## config.mk

```make
export PLATFORM = sky130hd
export DESIGN_NAME = rtc_clock_core_flat
export DESIGN_NICKNAME = d
export VERILOG_FILES = /design/src/rtl/rtc_clock_core_if.sv /design/src/rtl/rtc_clock_core.sv /design/src/flat_wrapper.sv
export SDC_FILE = /design/constraint.sdc
export NUM_CORES = 1
export LEC_CHECK = 0
export CORE_MARGIN = 2
export CORE_UTILIZATION = 29
export DETAILED_ROUTE_END_ITERATION = 10
export DONT_BUFFER_PORTS = 1
export HOLD_SLACK_MARGIN = 0.02
export PLACE_DENSITY_LB_ADDON = 0.05
export SYNTH_ARGS = -nofsm -noshare
export SYNTH_HDL_FRONTEND = slang
export SYNTH_SLANG_ARGS = --single-unit
```

## constraint.sdc

```tcl
create_clock -name clk -period 6.7 [get_ports clk]
set_input_delay 0 -clock clk [delete_from_list [all_inputs] [get_ports clk]]
set_output_delay 0 -clock clk [all_outputs]
set_load 0.1 [all_outputs]
```

## src/rtl/rtc_clock_core_if.sv

```systemverilog
// Register-write bus for rtc_clock_core: one field write per cycle while load
// is high. The driver of the bus uses the master modport. The clock core uses
// the slave modport.
interface rtc_clock_core_if;
  logic       load;
  logic [2:0] addrs;
  logic [5:0] data_in;

  modport master (output load, output addrs, output data_in);
  modport slave  (input  load, input  addrs, input  data_in);
endinterface

```

## src/rtl/rtc_clock_core.sv

```systemverilog
// rtc_clock_core: binary time-of-day counter driven by a clk-cycle prescaler.
// It shows BCD digits in 24-hour or 12-hour form.
// Optional feature: define RTC_ALARM_EN to build the alarm registers, the
// compare logic and the latched alarm_flag. Without the macro, addrs 3/4,
// alarm_en and alarm_ack are ignored and alarm_flag is tied low.
module rtc_clock_core #(
  parameter int TICKS_PER_SEC = 50000000
) (
  input  logic                clk,
  input  logic                reset,
  rtc_clock_core_if.slave     bus,
  input  logic                run,
  input  logic                mode_12h,
  input  logic                alarm_en,
  input  logic                alarm_ack,
  output logic [3:0]          sec_ones,
  output logic [3:0]          sec_tens,
  output logic [3:0]          min_ones,
  output logic [3:0]          min_tens,
  output logic [3:0]          hr_ones,
  output logic [3:0]          hr_tens,
  output logic                pm,
  output logic                sec_tick,
  output logic                alarm_flag
);

  localparam int PW = (TICKS_PER_SEC > 2) ? $clog2(TICKS_PER_SEC) : 1;
  localparam logic [PW-1:0] PRESC_MAX  = PW'(TICKS_PER_SEC - 1);
  localparam logic [PW-1:0] PRESC_ONE  = PW'(1);
  localparam logic [PW-1:0] PRESC_ZERO = PW'(0);

  // Binary 0..59 to packed BCD {tens, ones}, built from compares instead of a divider.
  function automatic logic [7:0] bin_to_bcd(input logic [5:0] v);
    logic [3:0] tens;
    logic [3:0] ones;
    if (v >= 6'd50) begin
      tens = 4'd5; ones = 4'(v - 6'd50);
    end else if (v >= 6'd40) begin
      tens = 4'd4; ones = 4'(v - 6'd40);
    end else if (v >= 6'd30) begin
      tens = 4'd3; ones = 4'(v - 6'd30);
    end else if (v >= 6'd20) begin
      tens = 4'd2; ones = 4'(v - 6'd20);
    end else if (v >= 6'd10) begin
      tens = 4'd1; ones = 4'(v - 6'd10);
    end else begin
      tens = 4'd0; ones = v[3:0];
    end
    return {tens, ones};
  endfunction

  logic [PW-1:0] presc_r;
  logic [PW-1:0] presc_nxt_s;
  logic [5:0]    sec_r;
  logic [5:0]    min_r;
  logic [4:0]    hour_r;
  logic          sec_tick_r;

  logic          tick_s;
  logic          ld_sec_s;
  logic          ld_min_s;
  logic          ld_hour_s;
  logic          time_ld_s;
  logic [5:0]    tk_sec_s;
  logic [5:0]    tk_min_s;
  logic [4:0]    tk_hour_s;
  logic          sec_carry_s;
  logic          min_carry_s;
  logic [5:0]    sec_nxt_s;
  logic [5:0]    min_nxt_s;
  logic [4:0]    hour_nxt_s;
  logic [4:0]    disp_hour_s;
  logic          pm_s;
  logic [7:0]    sec_bcd_s;
  logic [7:0]    min_bcd_s;
  logic [7:0]    hour_bcd_s;

  // The tick is the cycle in which the running prescaler wraps.
  assign tick_s    = run & (presc_r == PRESC_MAX);
  assign ld_sec_s  = bus.load & (bus.addrs == 3'd0) & (bus.data_in <= 6'd59);
  assign ld_min_s  = bus.load & (bus.addrs == 3'd1) & (bus.data_in <= 6'd59);
  assign ld_hour_s = bus.load & (bus.addrs == 3'd2) & (bus.data_in <= 6'd23);
  assign time_ld_s = ld_sec_s | ld_min_s | ld_hour_s;

  // Prescaler next value: a seconds write restarts the second; run=0 freezes it.
  always_comb begin
    presc_nxt_s = presc_r;
    if (ld_sec_s) begin
      presc_nxt_s = PRESC_ZERO;
    end else if (tick_s) begin
      presc_nxt_s = PRESC_ZERO;
    end else if (run) begin
      presc_nxt_s = presc_r + PRESC_ONE;
    end else begin
      presc_nxt_s = presc_r;
    end
  end

  // Free-running seconds/minutes/hours advance with the carry chain.
  always_comb begin
    tk_sec_s    = sec_r;
    tk_min_s    = min_r;
    tk_hour_s   = hour_r;
    sec_carry_s = 1'b0;
    min_carry_s = 1'b0;
    if (tick_s) begin
      if (sec_r == 6'd59) begin
        tk_sec_s    = 6'd0;
        sec_carry_s = 1'b1;
      end else begin
        tk_sec_s    = sec_r + 6'd1;
      end
    end else begin
      tk_sec_s = sec_r;
    end
    if (sec_carry_s) begin
      if (min_r == 6'd59) begin
        tk_min_s    = 6'd0;
        min_carry_s = 1'b1;
      end else begin
        tk_min_s    = min_r + 6'd1;
      end
    end else begin
      tk_min_s = min_r;
    end
    if (min_carry_s) begin
      if (hour_r == 5'd23) begin
        tk_hour_s = 5'd0;
      end else begin
        tk_hour_s = hour_r + 5'd1;
      end
    end else begin
      tk_hour_s = hour_r;
    end
  end

  // A write overrides its field. Fields above it keep their old value, so no
  // carry leaves the written field and carries into it are dropped.
  always_comb begin
    sec_nxt_s  = tk_sec_s;
    min_nxt_s  = tk_min_s;
    hour_nxt_s = tk_hour_s;
    if (ld_sec_s) begin
      sec_nxt_s  = bus.data_in;
      min_nxt_s  = min_r;
      hour_nxt_s = hour_r;
    end else if (ld_min_s) begin
      min_nxt_s  = bus.data_in;
      hour_nxt_s = hour_r;
    end else if (ld_hour_s) begin
      hour_nxt_s = bus.data_in[4:0];
    end else begin
      sec_nxt_s  = tk_sec_s;
      min_nxt_s  = tk_min_s;
      hour_nxt_s = tk_hour_s;
    end
  end

  // Time-of-day, prescaler and seconds-pulse registers.
  always_ff @(posedge clk or negedge reset) begin
    if (!reset) begin
      presc_r    <= PRESC_ZERO;
      sec_r      <= 6'd0;
      min_r      <= 6'd0;
      hour_r     <= 5'd0;
      sec_tick_r <= 1'b0;
    end else begin
      presc_r    <= presc_nxt_s;
      sec_r      <= sec_nxt_s;
      min_r      <= min_nxt_s;
      hour_r     <= hour_nxt_s;
      sec_tick_r <= tick_s;
    end
  end

  // Map the 0..23 hour to the displayed hour and the pm indicator.
  always_comb begin
    disp_hour_s = hour_r;
    pm_s        = 1'b0;
    if (mode_12h) begin
      pm_s = (hour_r >= 5'd12);
      if (hour_r == 5'd0) begin
        disp_hour_s = 5'd12;
      end else if (hour_r > 5'd12) begin
        disp_hour_s = hour_r - 5'd12;
      end else begin
        disp_hour_s = hour_r;
      end
    end else begin
      disp_hour_s = hour_r;
      pm_s        = 1'b0;
    end
  end

  assign sec_bcd_s  = bin_to_bcd(sec_r);
  assign min_bcd_s  = bin_to_bcd(min_r);
  assign hour_bcd_s = bin_to_bcd({1'b0, disp_hour_s});

  assign sec_tens = sec_bcd_s[7:4];
  assign sec_ones = sec_bcd_s[3:0];
  assign min_tens = min_bcd_s[7:4];
  assign min_ones = min_bcd_s[3:0];
  assign hr_tens  = hour_bcd_s[7:4];
  assign hr_ones  = hour_bcd_s[3:0];
  assign pm       = pm_s;
  assign sec_tick = sec_tick_r;

`ifdef RTC_ALARM_EN
  logic [5:0] alarm_min_r;
  logic [4:0] alarm_hour_r;
  logic       alarm_flag_r;
  logic       alarm_flag_nxt_s;
  logic       alarm_hit_s;
  logic       ld_amin_s;
  logic       ld_ahour_s;

  assign ld_amin_s  = bus.load & (bus.addrs == 3'd3) & (bus.data_in <= 6'd59);
  assign ld_ahour_s = bus.load & (bus.addrs == 3'd4) & (bus.data_in <= 6'd23);

  // Only counting can trigger the alarm. A write that lands on the alarm time does not.
  assign alarm_hit_s = alarm_en & tick_s & ~time_ld_s & (sec_nxt_s == 6'd0) &
                       (min_nxt_s == alarm_min_r) & (hour_nxt_s == alarm_hour_r);

  // Alarm time registers are loaded through the field bus.
  always_ff @(posedge clk or negedge reset) begin
    if (!reset) begin
      alarm_min_r  <= 6'd0;
      alarm_hour_r <= 5'd0;
    end else begin
      if (ld_amin_s) begin
        alarm_min_r <= bus.data_in;
      end else begin
        alarm_min_r <= alarm_min_r;
      end
      if (ld_ahour_s) begin
        alarm_hour_r <= bus.data_in[4:0];
      end else begin
        alarm_hour_r <= alarm_hour_r;
      end
    end
  end

  // A set has priority over an ack. Disarming also clears the flag.
  always_comb begin
    alarm_flag_nxt_s = alarm_flag_r;
    if (alarm_hit_s) begin
      alarm_flag_nxt_s = 1'b1;
    end else if (alarm_ack || !alarm_en) begin
      alarm_flag_nxt_s = 1'b0;
    end else begin
      alarm_flag_nxt_s = alarm_flag_r;
    end
  end

  // Latched alarm indication.
  always_ff @(posedge clk or negedge reset) begin
    if (!reset) begin
      alarm_flag_r <= 1'b0;
    end else begin
      alarm_flag_r <= alarm_flag_nxt_s;
    end
  end

  assign alarm_flag = alarm_flag_r;
`else
  logic alarm_unused_s;
  assign alarm_unused_s = alarm_en ^ alarm_ack ^ time_ld_s;
  assign alarm_flag     = 1'b0;
`endif

endmodule

```

## src/flat_wrapper.sv

```systemverilog
// flat-port wrapper written by rule: the top's interface ports become plain ports
module rtc_clock_core_flat 
#(
  parameter int TICKS_PER_SEC = 50000000
)
  (clk, reset, run, mode_12h, alarm_en, alarm_ack, sec_ones, sec_tens, min_ones, min_tens, hr_ones, hr_tens, pm, sec_tick, alarm_flag, bus_load, bus_addrs, bus_data_in);
  rtc_clock_core_if bus_i ();
  input  logic clk;
  input  logic reset;
  input  logic run;
  input  logic mode_12h;
  input  logic alarm_en;
  input  logic alarm_ack;
  output logic [3:0] sec_ones;
  output logic [3:0] sec_tens;
  output logic [3:0] min_ones;
  output logic [3:0] min_tens;
  output logic [3:0] hr_ones;
  output logic [3:0] hr_tens;
  output logic pm;
  output logic sec_tick;
  output logic alarm_flag;
  input wire logic [$bits(bus_i.load)-1:0] bus_load;
  input wire logic [$bits(bus_i.addrs)-1:0] bus_addrs;
  input wire logic [$bits(bus_i.data_in)-1:0] bus_data_in;
  assign bus_i.load = bus_load;
  assign bus_i.addrs = bus_addrs;
  assign bus_i.data_in = bus_data_in;
  rtc_clock_core #(.TICKS_PER_SEC(TICKS_PER_SEC)) u_core (.clk(clk), .reset(reset), .bus(bus_i), .run(run), .mode_12h(mode_12h), .alarm_en(alarm_en), .alarm_ack(alarm_ack), .sec_ones(sec_ones), .sec_tens(sec_tens), .min_ones(min_ones), .min_tens(min_tens), .hr_ones(hr_ones), .hr_tens(hr_tens), .pm(pm), .sec_tick(sec_tick), .alarm_flag(alarm_flag));
endmodule
```

# Yosys cells after proc, flatten, opt, wreduce, memory -nomap -nowiden

Index checks and enable logic that the tools add are counted.

Register bits after elaboration: 44
Output and inout bits: 27
Logic and storage cells: 117

Add/sub/neg operators: 20
Reduce and logical (&&, ||, !) cells: 8
Equality and inequality tests: 6
Order comparisons: 19
Bitwise gates (word level): 9
Muxes and demuxes: 50

Operators by type and width:

| operator                                                       | number |
|---|---|
| 2-to-1 mux 4 bit                                               | 27 |
| 2-to-1 mux 26 bit                                              | 3 |
| 2-to-1 mux 6 bit                                               | 6 |
| subtractor 4 bit, second input constant                        | 9 |
| 2-to-1 mux 5 bit                                               | 6 |
| adder 26 x 1 -> 26 bit, second input constant                  | 1 |
| equality test 26 bit, second input constant                    | 1 |
| >= comparator 6 x 5 -> 1 bit, second input constant            | 4 |
| >= comparator 6 bit, second input constant                     | 4 |
| adder 6 x 1 -> 6 bit, second input constant                    | 2 |
| equality test 6 bit, second input constant                     | 2 |
| >= comparator 5 x 6 -> 1 bit, second input constant            | 2 |
| >= comparator 6 x 4 -> 1 bit, second input constant            | 2 |
| subtractor 4 x 2 -> 4 bit, second input constant               | 3 |
| subtractor 4 x 3 -> 4 bit, second input constant               | 3 |
| >= comparator 5 x 4 -> 1 bit, second input constant            | 2 |
| >= comparator 5 bit, second input constant                     | 2 |
| 2-to-1 mux 1 bit                                               | 8 |
| bitwise AND 1 bit                                              | 7 |
| less-or-equal comparator 6 x 5 -> 1 bit, second input constant | 1 |
| less-or-equal comparator 6 bit, second input constant          | 1 |
| nonzero test 2 bit                                             | 3 |
| adder 5 x 1 -> 5 bit, second input constant                    | 1 |
| equality test 5 bit, second input constant                     | 1 |
| other kinds (10)                                               | 11 |

# Depth between registers and ports, before layout

Depth in word-level cells: 10
Gate-level depth with buffers: 13
Gate-level depth less buffers: 13

# Least setup slack after synthesis

OpenSTA, ideal clock, no wires.

Kind: reg-to-output
Start point: register u_core.min_r[2]
End point: output min_ones[1]
Path slack: 0.487 ns
Data required time: 6.700 ns
Buffers on the path: 0
Arrival time: 6.213 ns
Cell stages (with the launch flop): 7
Cell sequence: dfrtp_1 > inv_1 > ha_1 > a211oi_1 > nor2b_1 > o21ai_0 > xnor2_1

Cells in the longest elaborated chain, start to end: 6
Elaborated cells on any way between the ends: 10
Those cells by class: 5 x order compare; 5 x mux

Ends and longest elaborated chain:

| element                      | RTL line              | text |
|---|---|---|
| start, declared              | rtc_clock_core.sv:55  | `logic [5:0] min_r;` |
| start signal, assigned       | rtc_clock_core.sv:170 | `min_r <= min_nxt_s;` |
| >= comparator 6 x 4 -> 1 bit | rtc_clock_core.sv:44  | `end else if (v >= 6'd10) begin` |
| 2-to-1 mux 4 bit             | rtc_clock_core.sv:44  |  |
| 2-to-1 mux 4 bit             | rtc_clock_core.sv:42  | `end else if (v >= 6'd20) begin` |
| 2-to-1 mux 4 bit             | rtc_clock_core.sv:40  | `end else if (v >= 6'd30) begin` |
| 2-to-1 mux 4 bit             | rtc_clock_core.sv:38  | `end else if (v >= 6'd40) begin` |
| 2-to-1 mux 4 bit *           | rtc_clock_core.sv:36  | `if (v >= 6'd50) begin` |
| end, declared                | flat_wrapper.sv:16    | `output logic [3:0] min_ones;` |

Every way passes the cells marked *; elsewhere a longest branch is shown, timed or not.

# Worst setup path after layout

Start point: register u_core.hour_r[2]
End point: output hr_ones[3]

Cells in the longest elaborated chain, start to end: 10
Elaborated cells on any way between the ends: 21
Those cells by class: 6 x add/sub; 6 x order compare; 8 x mux; 1 x reduce/logical

Ends and longest elaborated chain:

| element                                                                         | RTL line                                     | text |
|---|---|---|
| start, declared                                                                 | rtc_clock_core.sv:56                         | `logic [4:0] hour_r;` |
| start signal, assigned                                                          | rtc_clock_core.sv:171                        | `hour_r <= hour_nxt_s;` |
| subtractor 5 x 4 -> 5 bit / > comparator 5 x 4 -> 1 bit (equally long branches) | rtc_clock_core.sv:185, rtc_clock_core.sv:184 |  |
| 2-to-1 mux 5 bit                                                                | rtc_clock_core.sv:184                        | `end else if (hour_r > 5'd12) begin` |
| 2-to-1 mux 5 bit                                                                | rtc_clock_core.sv:182                        | `if (hour_r == 5'd0) begin` |
| 2-to-1 mux 5 bit *                                                              | rtc_clock_core.sv:180                        | `if (mode_12h) begin` |
| subtractor 4 bit / >= comparator 5 x 4 -> 1 bit (equally long branches)         | rtc_clock_core.sv:45, rtc_clock_core.sv:44   |  |
| 2-to-1 mux 4 bit                                                                | rtc_clock_core.sv:44                         |  |
| 2-to-1 mux 4 bit                                                                | rtc_clock_core.sv:42                         |  |
| 2-to-1 mux 4 bit                                                                | rtc_clock_core.sv:40                         |  |
| 2-to-1 mux 4 bit                                                                | rtc_clock_core.sv:38                         |  |
| 2-to-1 mux 4 bit *                                                              | rtc_clock_core.sv:36                         |  |
| end, declared                                                                   | flat_wrapper.sv:18                           | `output logic [3:0] hr_ones;` |

Marked as above.

==> results.sh <==
export IMPL_grt_pass1_vias=3229
export IMPL_relSlewSlack=0.208
export IMPL_utilization=0.349
export IMPL_worst_ir_drop_vdd_uv=657
export IMPL_reg2reg_slack_ns=3.94
export IMPL_synth_avg_cell_area_um2=8.13
export IMPL_wl_met2_mm=4.36
export IMPL_detail_route_wl_per_cell_um=15.0
export IMPL_pwr_share_seq=0.220
export IMPL_fin_crit_sh=0.609
export IMPL_initial_core_util=0.296
export IMPL_report_final_slew_viol_count=0
export IMPL_wl_met1_mm=4.81
export IMPL_dieArea_mm2=0.0138
export IMPL_syn_inst=460
export IMPL_die_w_um=118
export IMPL_muxShareOfSynthArea=0.0248
export IMPL_postCtsResizedCells=0
export IMPL_dp_hpwl_mm=7.00
export IMPL_cap_violations=0
export IMPL_path_delay_family="compound AO/OA/AOI/OAI gates"
export IMPL_coreArea_mm2=0.0126
export IMPL_min_period_ns=4.08
export IMPL_power_frac_comb=0.594
export IMPL_grt_max_degree=45
export IMPL_cp_arrival_ns=4.08
export IMPL_port_buffers=0
export IMPL_synthXorXnorAreaFrac=0.0679
export IMPL_synth_edf_count=0
export IMPL_gp_congestion=0.754
export IMPL_die_height_um=118
export IMPL_setup_viol=0
export IMPL_synth_seq_cells=44
export IMPL_n_fill_cell=1346
export IMPL_grt_use_total=0.143
export IMPL_final_hold_viol_count=0
export IMPL_drtPass1Iterations=4
export IMPL_ff2ff_path_depth=6
export IMPL_cts_root_buf="clkbuf_16"
export IMPL_met3_length_um=502
export IMPL_drive_gt1_frac=0.105
export IMPL_post_cts_buffers=0
export IMPL_cts_tree="yes"
export IMPL_p_int_w=0.000763
export IMPL_drtAntennaViolNets=0
export IMPL_highest_layer="met4"
export IMPL_clock_fmax_ghz=0.245
export IMPL_drt_wl_total_mm=9.73
export IMPL_hold_class="in -> reg"
export IMPL_power_switching_w=0.000943
export IMPL_slowest_delay_ns=1.05
export IMPL_pin_count=43
export IMPL_path_common_cell="o21ai_0"
export IMPL_area_growth_pct=17.9
export IMPL_worstPathMaxFanout=10
export IMPL_multi_input_area_mm2=0.00252
export IMPL_synth_area_mm2=0.00374
export IMPL_clk_latency_ns=0.29
export IMPL_final_common_cell="nor2_1"
export IMPL_startpoint_type="flop"
export IMPL_tightest_slew_ns=1.19
export IMPL_layout_common_cells="57 x nor2_1, 44 x dfrtp_1, 39 x nand2_1"
export IMPL_status="finished, final reports clean"
export IMPL_initialDrtViolationCount=211
export IMPL_min_from="bus_data_in[2]"
export IMPL_synth_compound_area_share=0.183
export IMPL_totalNegativeSetupSlack_ns=0
export IMPL_holdPathStages=2
export IMPL_clkPwrFrac=0.186
export IMPL_worstPathRequired_ns=6.70
export IMPL_skew_ns=0.0101
export IMPL_power_density_mw_per_mm2=387
export IMPL_grt_pass1_wl_mm=16.5
export IMPL_holdPathEnd="u_core.min_r[5]"
export IMPL_clock_sinks=44
export IMPL_rsz0062_at_grt="false"
export IMPL_synth_top_flop_cell="dfrtp_1"
export IMPL_ys_warn_count=0
export IMPL_cts_buffer_depth=2
export IMPL_worstReg2RegStart="u_core.presc_r[12]"
export IMPL_critPathKind="reg -> out"
export IMPL_post_place_cells=623
export IMPL_clkTransAtPathRegs_ns=0.06
export IMPL_drc=0
export IMPL_vias=3300
export IMPL_finalPower_w=0.00171
export IMPL_cts_buffers=5
export IMPL_synthDistinctLibCells=65
export IMPL_synth_top_family_by_area="simple AND/OR/NAND/NOR gates"
export IMPL_synth_fa_ha_area_frac=0.100
export IMPL_synthSimpleGateAreaFrac=0.269
export IMPL_rows=41
export IMPL_antenna_found_initial=2
export IMPL_slowest_stage="o2bb2ai_2"
export IMPL_async_reset_ff_frac=1.00
export IMPL_grt_overflow=0
export IMPL_htreeDepth=2
export IMPL_leakage_nw=1.87
export IMPL_regArea_mm2=0.00110
export IMPL_switching_share=0.553
export IMPL_timing_rr_end="u_core.sec_r[1]"
export IMPL_crit_chain="ha_1 > and2_1 > o211ai_1 > o21ai_0 > nand2b_1 > ha_1 > inv_1 > o21ai_0 > o21ai_0 > inv_1 > o2bb2ai_2"
export IMPL_final_cell_count_no_fill=650
export IMPL_cp_end_kind="output port"
export IMPL_fin_nets=522
export IMPL_synth_seq_area_share=0.295
export IMPL_viasPerCell=5.08
export IMPL_cp_buffers_inverters=2
==> stage by stage <==
stage	hold slack [ns]	area [µm²]	setup slack, ns
floorplan	-0.296	3750	0.487
global placement	-0.294	4020	2.97
detailed placement	-0.293	4020	2.96
finish	0.0334	4410	2.62
global route	0.0395	4410	2.33
CTS	0.0262	4400	2.63
==> state kept, by name, indices dropped and copies added, names as in the netlist <==
name and count:
u_core.sec_tick 1, u_core.presc_r 26, u_core.sec_r 6, u_core.hour_r 5
u_core.min_r 6
==> metal layers <==
| metal | global-route usage | vias up |
|---|---|---|
| li1 | - | 1660 |
| met1 | 0.193 | 1576 |
| met2 | 0.226 | 60 |
| met3 | 0.0422 | 4 |
| met4 | 0.0316 | 0 |
| met5 | 0 | - |
==> logic make-up after synthesis <==
| kind of cell | Yosys count |
|---|---|
| AND/OR/NAND/NOR | 192 |
| AO/OA/AOI/OAI | 104 |
| buffers and inverters | 51 |
| flip-flops | 44 |
| adder cells (fa/ha/maj) | 30 |
| XOR/XNOR | 29 |
| multiplexers | 9 |
| other | 1 |
==> synth_stat cells, types with 4 or more instances <==
master	instances	area share
inv_1	26	0.026
o211ai_1	4	0.0080
nand4_1	9	0.015
nand3_1	14	0.019
a31oi_1	4	0.0067
nor3_1	10	0.013
a211oi_1	4	0.0080
xor2_1	8	0.019
o21ai_0	34	0.046
and4_1	6	0.014
and3_1	5	0.0084
nand2_1	39	0.039
nor2_1	58	0.058
xnor2_1	21	0.049
dfrtp_1	44	0.29
and2_1	9	0.015
ha_1	30	0.10
nor4b_1	4	0.0094
nor2b_1	5	0.0084
nand2b_1	8	0.013
mux2i_1	7	0.019
a21oi_1	24	0.032
buf_4	7	0.014
clkbuf_1	15	0.015
==> power by group through the flow <==
stage          clock network (W)  registers [W]  logic [W]
2_1_floorplan                  0       0.000345   0.000861
3_3_place_gp                   0       0.000381   0.000993
3_5_place_dp                   0       0.000380   0.000993
4_1_cts                 0.000328       0.000375    0.00102
5_1_grt                 0.000336       0.000385    0.00109
6_report                0.000318       0.000374    0.00101
==> repair_timing <==
| action | CTS | global route |
|---|---|---|
| setup endpoints to repair | 0 | 0 |
| endpoints found under the hold margin | 70 | 0 |
| hold buffers | 18 | 0 |
==> worst reg2reg max path: stages (launching register included) <==
cell and delay (ns):
dfrtp_1 0.42, nand4_2 0.16, or4b_1 0.50, or4_1 0.66
mux2i_1 0.22, o21ai_0 0.09, dlygate4sd3_1 0.59
==> area by class of cell <==
class,count,share of cell area
clock buffer,5,0.0284
inverter,26,0.0221
multi-input combinational,369,0.571
sequential,44,0.250
timing repair buffer,30,0.0653
tap,172,0.0488
clock inverter,2,0.0136
antenna,2,0.00114
==> worst max-delay path by stage <==
stage	start	endpoint	slack [ns]	cells after the start
3_3_place_gp	u_core.hour_r[2]	hr_ones[3]	2.97	11
3_5_place_dp	u_core.hour_r[2]	hr_ones[3]	2.96	11
2_1_floorplan	u_core.min_r[2]	min_ones[1]	0.49	6
6_report	u_core.hour_r[2]	hr_ones[3]	2.62	11
4_1_cts	u_core.hour_r[2]	hr_ones[3]	2.63	11
5_1_grt	u_core.hour_r[2]	hr_ones[3]	2.33	11
Note: power is estimated with default switching activity, not from simulation.
